==> src/rtl/fifo_ctrl_mem.sv <==
// Synchronous FIFO with owned pointers, occupancy count and full/empty/almost flags.
// Optional sticky overflow/underflow flags are enabled by defining FIFO_ERR_EN.
module fifo_ctrl_mem #(
    parameter int unsigned DATA_SIZE = 10,
    parameter int unsigned ADDR_SIZE = 3,
    parameter int unsigned AF_TH     = 6,
    parameter int unsigned AE_TH     = 2
) (
    input  logic                 clk,
    input  logic                 reset,
    input  logic                 write,
    input  logic                 read,
    input  logic [DATA_SIZE-1:0] data_in,
    output logic [DATA_SIZE-1:0] data_out,
    output logic                 valid_out,
    output logic                 full,
    output logic                 empty,
    output logic                 almost_full,
    output logic                 almost_empty,
    output logic [ADDR_SIZE:0]   count,
    output logic                 err_overflow,
    output logic                 err_underflow
);

    localparam int unsigned DEPTH = 1 << ADDR_SIZE;
    localparam int unsigned CNT_W = ADDR_SIZE + 1;

    logic [DATA_SIZE-1:0] mem_q [DEPTH];

    logic [ADDR_SIZE-1:0] wr_ptr_q, wr_ptr_d;
    logic [ADDR_SIZE-1:0] rd_ptr_q, rd_ptr_d;
    logic [CNT_W-1:0]     count_q, count_d;
    logic [DATA_SIZE-1:0] data_out_q, data_out_d;
    logic                 valid_out_q, valid_out_d;
    logic                 rd_acc, wr_acc;

    // Flags decode the count register only, so no input reaches an output combinationally.
    assign full         = (count_q == CNT_W'(DEPTH));
    assign empty        = (count_q == '0);
    assign almost_full  = (count_q >= CNT_W'(AF_TH));
    assign almost_empty = (count_q <= CNT_W'(AE_TH));

    // A read frees a slot in the same cycle, so a full FIFO still takes a write alongside it.
    assign rd_acc = read && !empty;
    assign wr_acc = write && (!full || rd_acc);

    always_comb begin
        wr_ptr_d    = wr_ptr_q;
        rd_ptr_d    = rd_ptr_q;
        count_d     = count_q;
        data_out_d  = data_out_q;
        valid_out_d = 1'b0;
        if (wr_acc) begin
            wr_ptr_d = wr_ptr_q + ADDR_SIZE'(1);
        end
        if (rd_acc) begin
            rd_ptr_d    = rd_ptr_q + ADDR_SIZE'(1);
            data_out_d  = mem_q[rd_ptr_q];
            valid_out_d = 1'b1;
        end
        case ({wr_acc, rd_acc})
            2'b10:   count_d = count_q + CNT_W'(1);
            2'b01:   count_d = count_q - CNT_W'(1);
            default: count_d = count_q;
        endcase
    end

    always_ff @(posedge clk) begin
        if (reset) begin
            wr_ptr_q    <= '0;
            rd_ptr_q    <= '0;
            count_q     <= '0;
            data_out_q  <= '0;
            valid_out_q <= 1'b0;
        end else begin
            wr_ptr_q    <= wr_ptr_d;
            rd_ptr_q    <= rd_ptr_d;
            count_q     <= count_d;
            data_out_q  <= data_out_d;
            valid_out_q <= valid_out_d;
        end
    end

    // Storage is deliberately not cleared by reset.
    always_ff @(posedge clk) begin
        if (!reset && wr_acc) begin
            mem_q[wr_ptr_q] <= data_in;
        end
    end

    assign data_out  = data_out_q;
    assign valid_out = valid_out_q;
    assign count     = count_q;

`ifdef FIFO_ERR_EN
    logic err_ovf_q, err_ovf_d;
    logic err_unf_q, err_unf_d;

    always_comb begin
        err_ovf_d = err_ovf_q || (write && full && !rd_acc);
        err_unf_d = err_unf_q || (read && empty);
    end

    always_ff @(posedge clk) begin
        if (reset) begin
            err_ovf_q <= 1'b0;
            err_unf_q <= 1'b0;
        end else begin
            err_ovf_q <= err_ovf_d;
            err_unf_q <= err_unf_d;
        end
    end

    assign err_overflow  = err_ovf_q;
    assign err_underflow = err_unf_q;
`else
    assign err_overflow  = 1'b0;
    assign err_underflow = 1'b0;
`endif

endmodule
==> config.mk <==
export PLATFORM = sky130hd
export DESIGN_NAME = fifo_ctrl_mem
export DESIGN_NICKNAME = d
export VERILOG_FILES = /design/src/rtl/fifo_ctrl_mem.sv
export SDC_FILE = /design/constraint.sdc
export NUM_CORES = 1
export LEC_CHECK = 0
export CORE_MARGIN = 5
export CORE_UTILIZATION = 55
export CTS_BUF_LIST = sky130_fd_sc_hd__clkbuf_4 sky130_fd_sc_hd__clkbuf_8
export CTS_CLUSTER_SIZE = 20
export DETAILED_ROUTE_END_ITERATION = 8
export PLACE_DENSITY = 0.76
export RECOVER_POWER = 100
export SYNTH_ARGS = -nofsm -noshare
export SYNTH_HDL_FRONTEND = slang
export SYNTH_SLANG_ARGS = --single-unit
==> constraint.sdc <==
create_clock -name clk -period 5 [get_ports clk]
set_input_delay 1 -clock clk [delete_from_list [all_inputs] [get_ports clk]]
set_output_delay 1 -clock clk [all_outputs]
set_load 0.05 [all_outputs]
### Word-level counts from Yosys, hierarchy flattened

Memories as Yosys holds them, arrays and structs flattened. A register that Yosys moved wholly into a read port is not among the register bits.
Index checks and enable logic that the tools add are counted.

* add/sub/neg operators: 4
* order comparisons: 2
* equality and inequality tests: 3
* mux-type cells: 4
* reductions and logical operators: 9

Operators by type and width (number)
* $pmux W4 S2: 1
* $add A3 B1 Y3 const B: 2
* $add A4 B1 Y4 const B: 1
* $eq A4 B4 Y1 const B: 1
* $ge A4 B3 Y1 const B: 1
* $le A4 B2 Y1 const B: 1
* $logic_not A4 Y1: 1
* $sub A4 B1 Y4 const B: 1
* $logic_and A1 B1 Y1: 3
* $logic_not A1 Y1: 3
* $mux W1: 3
* $eq A2 B1 Y1 const B: 1
* $eq A2 B2 Y1 const B: 1
* $reduce_bool A2 Y1: 1
* $logic_or A1 B1 Y1: 1

* flip-flop bits (word level): 11
* bits in writable memories: 80
* output and inout port bits: 21
* memories: 1

Memory list
* mem_q: words 8, width 10, read ports 1, clocked after Yosys merged registers in 1, write ports 1, line 28 `logic [DATA_SIZE-1:0] mem_q [DEPTH];`

### Depth between registers and ports, before layout

Gate-level depths: netlist (run 1).

* depth in word-level cells: 8
* mapped depth: 9

### Least setup slack after synthesis (run 1)

No wires, ideal clock.

* path type: reg2out
* start: register count_q[1] (netlist: count[1])
* end: output port almost_empty
* arrival time: 1.934 ns
* path slack: 2.066 ns
* cell stages (with the launch flop): 3
* cell sequence: dfxtp_1 clkbuf_8 a211oi_1

* cells in the longest elaborated chain, start to end: 1

Ends and longest elaborated chain
* from (decl): line 32 `logic [CNT_W-1:0] count_q, count_d;`
* from (signal assigned): line 78 `count_q <= count_d;`
* $le A4 B2 Y1: line 41 `assign almost_empty = (count_q <= CNT_W'(AE_TH));`
* to (decl): line 19 `output logic almost_empty,`

Every way passes these cells.

### Final worst setup path (run 1)

* start: input port read
* end: register count_q[3] (netlist: count[3])

* cells in the longest elaborated chain, start to end: 5
* elaborated cells on any way between the ends: 7
* classes of those cells: eq/ne: 2; mux: 1; reduce/logical: 4

Ends and longest elaborated chain
* from (decl): line 12 `input logic read,`
* $logic_and A1 B1 Y1 *: line 44 `assign rd_acc = read && !empty;`
* $logic_or A1 B1 Y1: line 45 `assign wr_acc = write && (!full || rd_acc);`
* $logic_and A1 B1 Y1: line 45
* $eq A2 B1 Y1 / $eq A2 B2 Y1 (equally long branches): line 61 `case ({wr_acc, rd_acc})`
* $pmux W4 S2 / $reduce_bool A2 Y1 (equally long branches)

Every way passes the cells marked *; elsewhere a longest branch is shown, timed or not.
A chain may end at the register's enable or synchronous reset.

==> results of run 1 <==
==> worst max-delay path, stage by stage <==
cell           delay [ps]
dlygate4sd3_1         700
o41a_1                200
clkbuf_1              690
nand2b_1              190
inv_1                 130
ha_1                  260
a21oi_1               280
and2_0                190
o221ai_1              140
a31oi_1               180
==> synthesized netlist by cell type, types with 2 or more instances <==
master and number:
edfxtp_1 80, nor2_1 26, dfxtp_1 21, mux4_2 20, a211oi_1 12, mux2i_1 12, clkbuf_1 6, buf_4 5
nand2_1 5, ha_1 4, nor3_1 4, xnor2_1 4, a21oi_1 3, clkbuf_8 3, inv_1 3, nand2b_1 3
xor2_1 3, and2_1 2, buf_2 2, nand3_1 2, nand3b_1 2, o211ai_1 2
==> final cells by class <==
class | count | area (µm²) | share of cell area (%)
Tap cell | 99 | 123.9 | 2.640
Clock buffer | 9 | 123.9 | 2.640
Sequential cell | 101 | 2823 | 60.16
Multi-Input combinational cell | 121 | 1174 | 25.01
Timing Repair Buffer | 41 | 357.8 | 7.627
Clock inverter | 7 | 78.83 | 1.680
Inverter | 3 | 11.26 | 0.2400
==> report_power, final <==
part | switching (mW) | total (mW) | internal [mW] | leakage (nW)
registers | 0.0822 | 1.06 | 0.978 | 0.895
logic | 0.518 | 0.860 | 0.342 | 0.522
clock network | 0.284 | 0.521 | 0.237 | 0.0982
==> worst max path at each step <==
stage / depth (start not counted) / endpoint / startpoint
finish: 10 / count[3] / read
global route: 10 / count[3] / read
CTS: 3 / full / count[0]
detailed placement: 4 / mem_q[7][5] / reset
global placement: 4 / mem_q[7][5] / reset
floorplan: 2 / almost_empty / count[1]
==> layer usage <==
metal  track usage (%)  wire length, µm  vias up
met1             24.28             3311     1087
met5                 0                0        -
met2             26.78             3492       56
li1                  -                -     1012
met3             2.866              346        9
met4             7.710              106        0
==> per-stage QoR <==
step	total power [mW]	hold slack [ps]	std cells	utilization [%]	worst slack, ps
6_report	2.442	497.8	381	64.34	1315
4_1_cts	2.512	504.7	381	65.00	1707
3_3_place_gp	1.985	489.9	365	62.22	1667
5_1_grt	2.577	543.0	381	64.34	1083
3_5_place_dp	1.996	490.8	365	62.22	1614
2_1_floorplan	1.780	554.7	242	-	2066
==> flip-flops by register name (all words and copies together), names as in the netlist <==
| register | flops |
|---|---|
| data_out | 10 |
| wr_ptr_q | 3 |
| valid_out | 1 |
| rd_ptr_q | 3 |
| mem_q | 80 |
| count | 4 |
==> cell families after synthesis <==
| kind of cell | count (synthesis) | synth area share [%] |
|---|---|---|
| compound gates | 27 | 5.615 |
| xor+xnor | 7 | 1.487 |
| fa+ha+maj | 5 | 1.700 |
| buf+inv | 20 | 3.247 |
| flops | 101 | 68.47 |
| mux | 32 | 13.84 |
| other cells | 1 | 0.09096 |
| simple gates | 48 | 5.554 |
==> impl_metrics.toml, run 1 <==
[detailed_routing]
vias = 2164
drt_iter0_drc = 176
wl_per_cell_um = 19.04
drc = 0
viasPerCell = 5.680
ant_nets = 0
wl_mm = 7.256
drt_pass1_iterations = 4

[timing]
timing.final.crit_share_pct = 73.69
final-max-slew-violation-count = 0
max_slew_margin_pct = 29.05
fin_skew_ps = 14.28
setup_viol = 0
worst_pin_slew_ps = 1063
finalHoldViolCount = 0
grt_setup_unrepaired = "no"
period_minus_slack_ps = 3685
fin_setup_tns_ps = 0
fmax_mhz = 271.4

[place]
gp_congestion = 0.7888
hpwl_mm = 4.758
numPortBuffers = 32
placed_area_um2 = 4537

[synth]
synth_area_um2 = 4123
synth.area.top_cells = "edfxtp_1 58%, mux4_2 11%, dfxtp_1 10%, mux2i_1 2.9%, nor2_1 2.4%"
avgSynthCellArea_um2 = 17.11
synth_seq_cells = 101
ys.flop_type = "edfxtp_1"
synthArstFlopShare_pct = 0
syn_inst = 241
synthDistinctLibCells = 39
synth_top_area_share_pct = 58.27
yosysWarnings = 0
synth_top_area_cell = "edfxtp_1"
synth-edff-count = 80
yosysSeqAreaShare_pct = 68.47

[clock_network]
clockBufferDepth = 2
cts_root_buf = "clkbuf_8"
cts_hold_buf = 0
cts-buffers-inserted = 9
clk_pin_slew_ps = 100
ctsResizeCount = 0
cts.sinks = 101
cts_tree = "yes"
insertion_delay_ps = 360
postCtsSetupRepairBufs = 0
h-tree-depth = 3

[min_path]
holdPathEnd = "data_out[9]"
min_from = "data_out[9]"
hold_path_class = "register to register"
hold_path_depth = 2

[worst_setup_path]
crit_required_ps = 5290
reg2regPathDepth = 9
r2r_slack_ps = 2090
cp.arrival_ps = 3970
critical_path_class = "input port to register"
rr_startpoint = "count[3]"
crit_path_end_kind = "register"
rr_endpoint = "count[3]"
path_max_fanout = 24
cp-start-kind = "input port"

[finish]
final_common_cell = "edfxtp_1"
num-fill-cells = 550
nNetsFinal = 296
syn2layout_area_growth_pct = 13.81
drive_above_1_share_pct = 14.54
mostFrequentLayoutCells = "80 x edfxtp_1, 32 x dlygate4sd3_1, 26 x nor2_1, 21 x dfxtp_1, 20 x mux4_2"
stdcell_area_um2 = 4692
n_antenna_cell = 0

[global_route]
grt_max_degree = 26
antenna_found_initial = 0
grt_pass1_vias = 2102
grt_overflow_total = 0
grt_pass1_wl_mm = 11.35
gr-usage-all-layers_pct = 17.28

[run]
cap_violations = 0

[pwr]
power_density_nw_per_um2 = 520.4
leakage_nw = 1.516
irDropWorstVdd_mv = 0.1947

[outcome]
run_status = "finished clean"

[floorplan]
die-area_um2 = 9328
row_count = 31
die_y_um = 96.58
initial_utilization_pct = 56.54
die_w_um = 96.58
io_pins = 35
core_area_um2 = 7292
(Power assumes the default switching activity.)
==> run 2, diff against run 1 <==
- CORE_UTILIZATION: 55 -> 54
- PLACE_DENSITY: 0.76 -> 0.78
- clock period: 5 -> 3 ns (I/O delays scaled with it)
==> run 2 against run 1 <==
Effect of this change: sequential cell count stayed put; largest power group unchanged; sequential share of layout area increased by 0.18 points; sequential power up 64%; largest cell class unchanged; combinational power up 67%.
==> impl_metrics.toml, run 2 (synthesized netlist as in run 1, its figures left out) <==
[timing]
period_minus_slack_ps = 2830
worst_pin_slew_ps = 942.9
fin_setup_tns_ps = 0
max_slew_margin_pct = 36.91
fmax_mhz = 353.4
timing.final.crit_share_pct = 94.33
setup_ws_ps = 170.0
fin_skew_ps = 20.38
finalHoldViolCount = 0
final-max-slew-violation-count = 0
grt_setup_unrepaired = "no"
setup_viol = 0

[clock_network]
cts_tree = "yes"
clk_pin_slew_ps = 110
cts.sinks = 101
cts_root_buf = "clkbuf_8"
insertion_delay_ps = 370
h-tree-depth = 3
ctsResizeCount = 0
postCtsSetupRepairBufs = 0
clockBufferDepth = 2
cts-buffers-inserted = 9
cts_hold_buf = 0

[detailed_routing]
drt_iter0_drc = 143
wl_mm = 6.744
vias = 2145
viasPerCell = 5.586
drc = 0
wl_per_cell_um = 17.56
drt_pass1_iterations = 4
ant_nets = 0

[finish]
n_antenna_cell = 0
nNetsFinal = 299
final_common_cell = "edfxtp_1"
largest_reg_flops = 80
drive_above_1_share_pct = 16.14
syn2layout_area_growth_pct = 13.48
max_flop_register = "mem_q"
stdcell_area_um2 = 4678
mostFrequentLayoutCells = "80 x edfxtp_1, 30 x dlygate4sd3_1, 26 x nor2_1, 21 x dfxtp_1, 20 x mux4_2"

[place]
place_ws_ps = 359.5
placed_area_um2 = 4551
hpwl_mm = 4.365
gp_congestion = 0.7681
numPortBuffers = 32

[global_route]
grt_max_degree = 24
grt_pass1_vias = 2072
grt_overflow_total = 0
grt_pass1_wl_mm = 10.96
antenna_found_initial = 0
gr-usage-all-layers_pct = 15.01

[worst_setup_path]
max_stage_delay_ps = 880
path_max_fanout = 10
path_buf_inv = 1
crit_path_end_kind = "output port"
critical-path-slowest-cell = "dlygate4sd3_1"
path_cells = "or3_4 -> nor2_1 -> dlygate4sd3_1"
crit_family = "buffers and inverters"
critical_path_class = "register to output port"
cp.arrival_ps = 2230
cp-start-kind = "register"
crit_required_ps = 2400

[outcome]
run_status = "finished clean"

[pwr]
leakage_nw = 1.533
irDropWorstVdd_mv = 0.3019
switching_share_pct = 36.97
clkPwrFrac_pct = 20.4
power_density_nw_per_um2 = 854.9
fin_total_pwr_mw = 3.999
power_frac_seq_pct = 43.5
p_int_mw = 2.521
switching_power_mw = 1.479
pwr-share-comb_pct = 36.1

[run]
cap_violations = 0

[min_path]
hold_path_class = "register to register"

[floorplan]
die_w_um = 97.38
initial_utilization_pct = 56.24
core_area_um2 = 7331
row_count = 31
die-area_um2 = 9482
io_pins = 35
die_y_um = 97.38
==> run 2: through the flow <==
stage | utilization [%] | hold WS, ps | std cells
3_5_place_dp | 62.08 | 492.9 | 368
4_1_cts | 64.64 | 507.0 | 384
3_3_place_gp | 62.08 | 488.5 | 368
6_report | 63.82 | 499.9 | 384
2_1_floorplan | - | 554.7 | 242
5_1_grt | 63.82 | 524.8 | 384
==> run 2: area by class of cell <==
type                    instances  area [µm²]
flip-flops and latches        101        2823
fillers                       510        2653
multi-input cells             121        1147
repair buffers                 44       385.4
clock buffers                   9       123.9
well taps                      99       123.9
clock inverters                 7       63.81
inverters                       3       11.26
==> run 2: worst register-to-register path: cells and delay by family, from the launching register on <==
family                 cells  cell delay [ps]
DFF                        1              580
and+or+nand+nor            2              630
AOI/OAI and AO/OA          1              280
buffers and inverters      1              610
==> run 2: final timing paths <==
path / slack (ps) / cells after the start / to / startpoint
setup / recovery: 170 / 3 / empty / count[0]
hold / removal: 500 / 2 / data_out[3] / data_out[3]
setup reg to reg: 530 / 4 / mem_q[0][1] / count[1]
hold reg to reg: 500 / 2 / data_out[3] / data_out[3]
==> run 2: metal layers <==
metal / global-route usage (%) / vias to the layer above / wire length [µm]
li1: - / 1018 / -
met1: 21.05 / 1054 / 2966
met2: 23.19 / 67 / 3250
met3: 4.020 / 6 / 457
met4: 4.473 / 0 / 69
met5: 0 / - / 0
==> run 2: power by group through the flow <==
stage | clock [mW] | sequential [mW] | combinational (mW)
2_1_floorplan | 0 | 2.01 | 0.956
3_3_place_gp | 0 | 1.77 | 1.53
3_5_place_dp | 0 | 1.77 | 1.54
4_1_cts | 0.838 | 1.74 | 1.55
5_1_grt | 0.896 | 1.76 | 1.57
6_report | 0.817 | 1.74 | 1.44
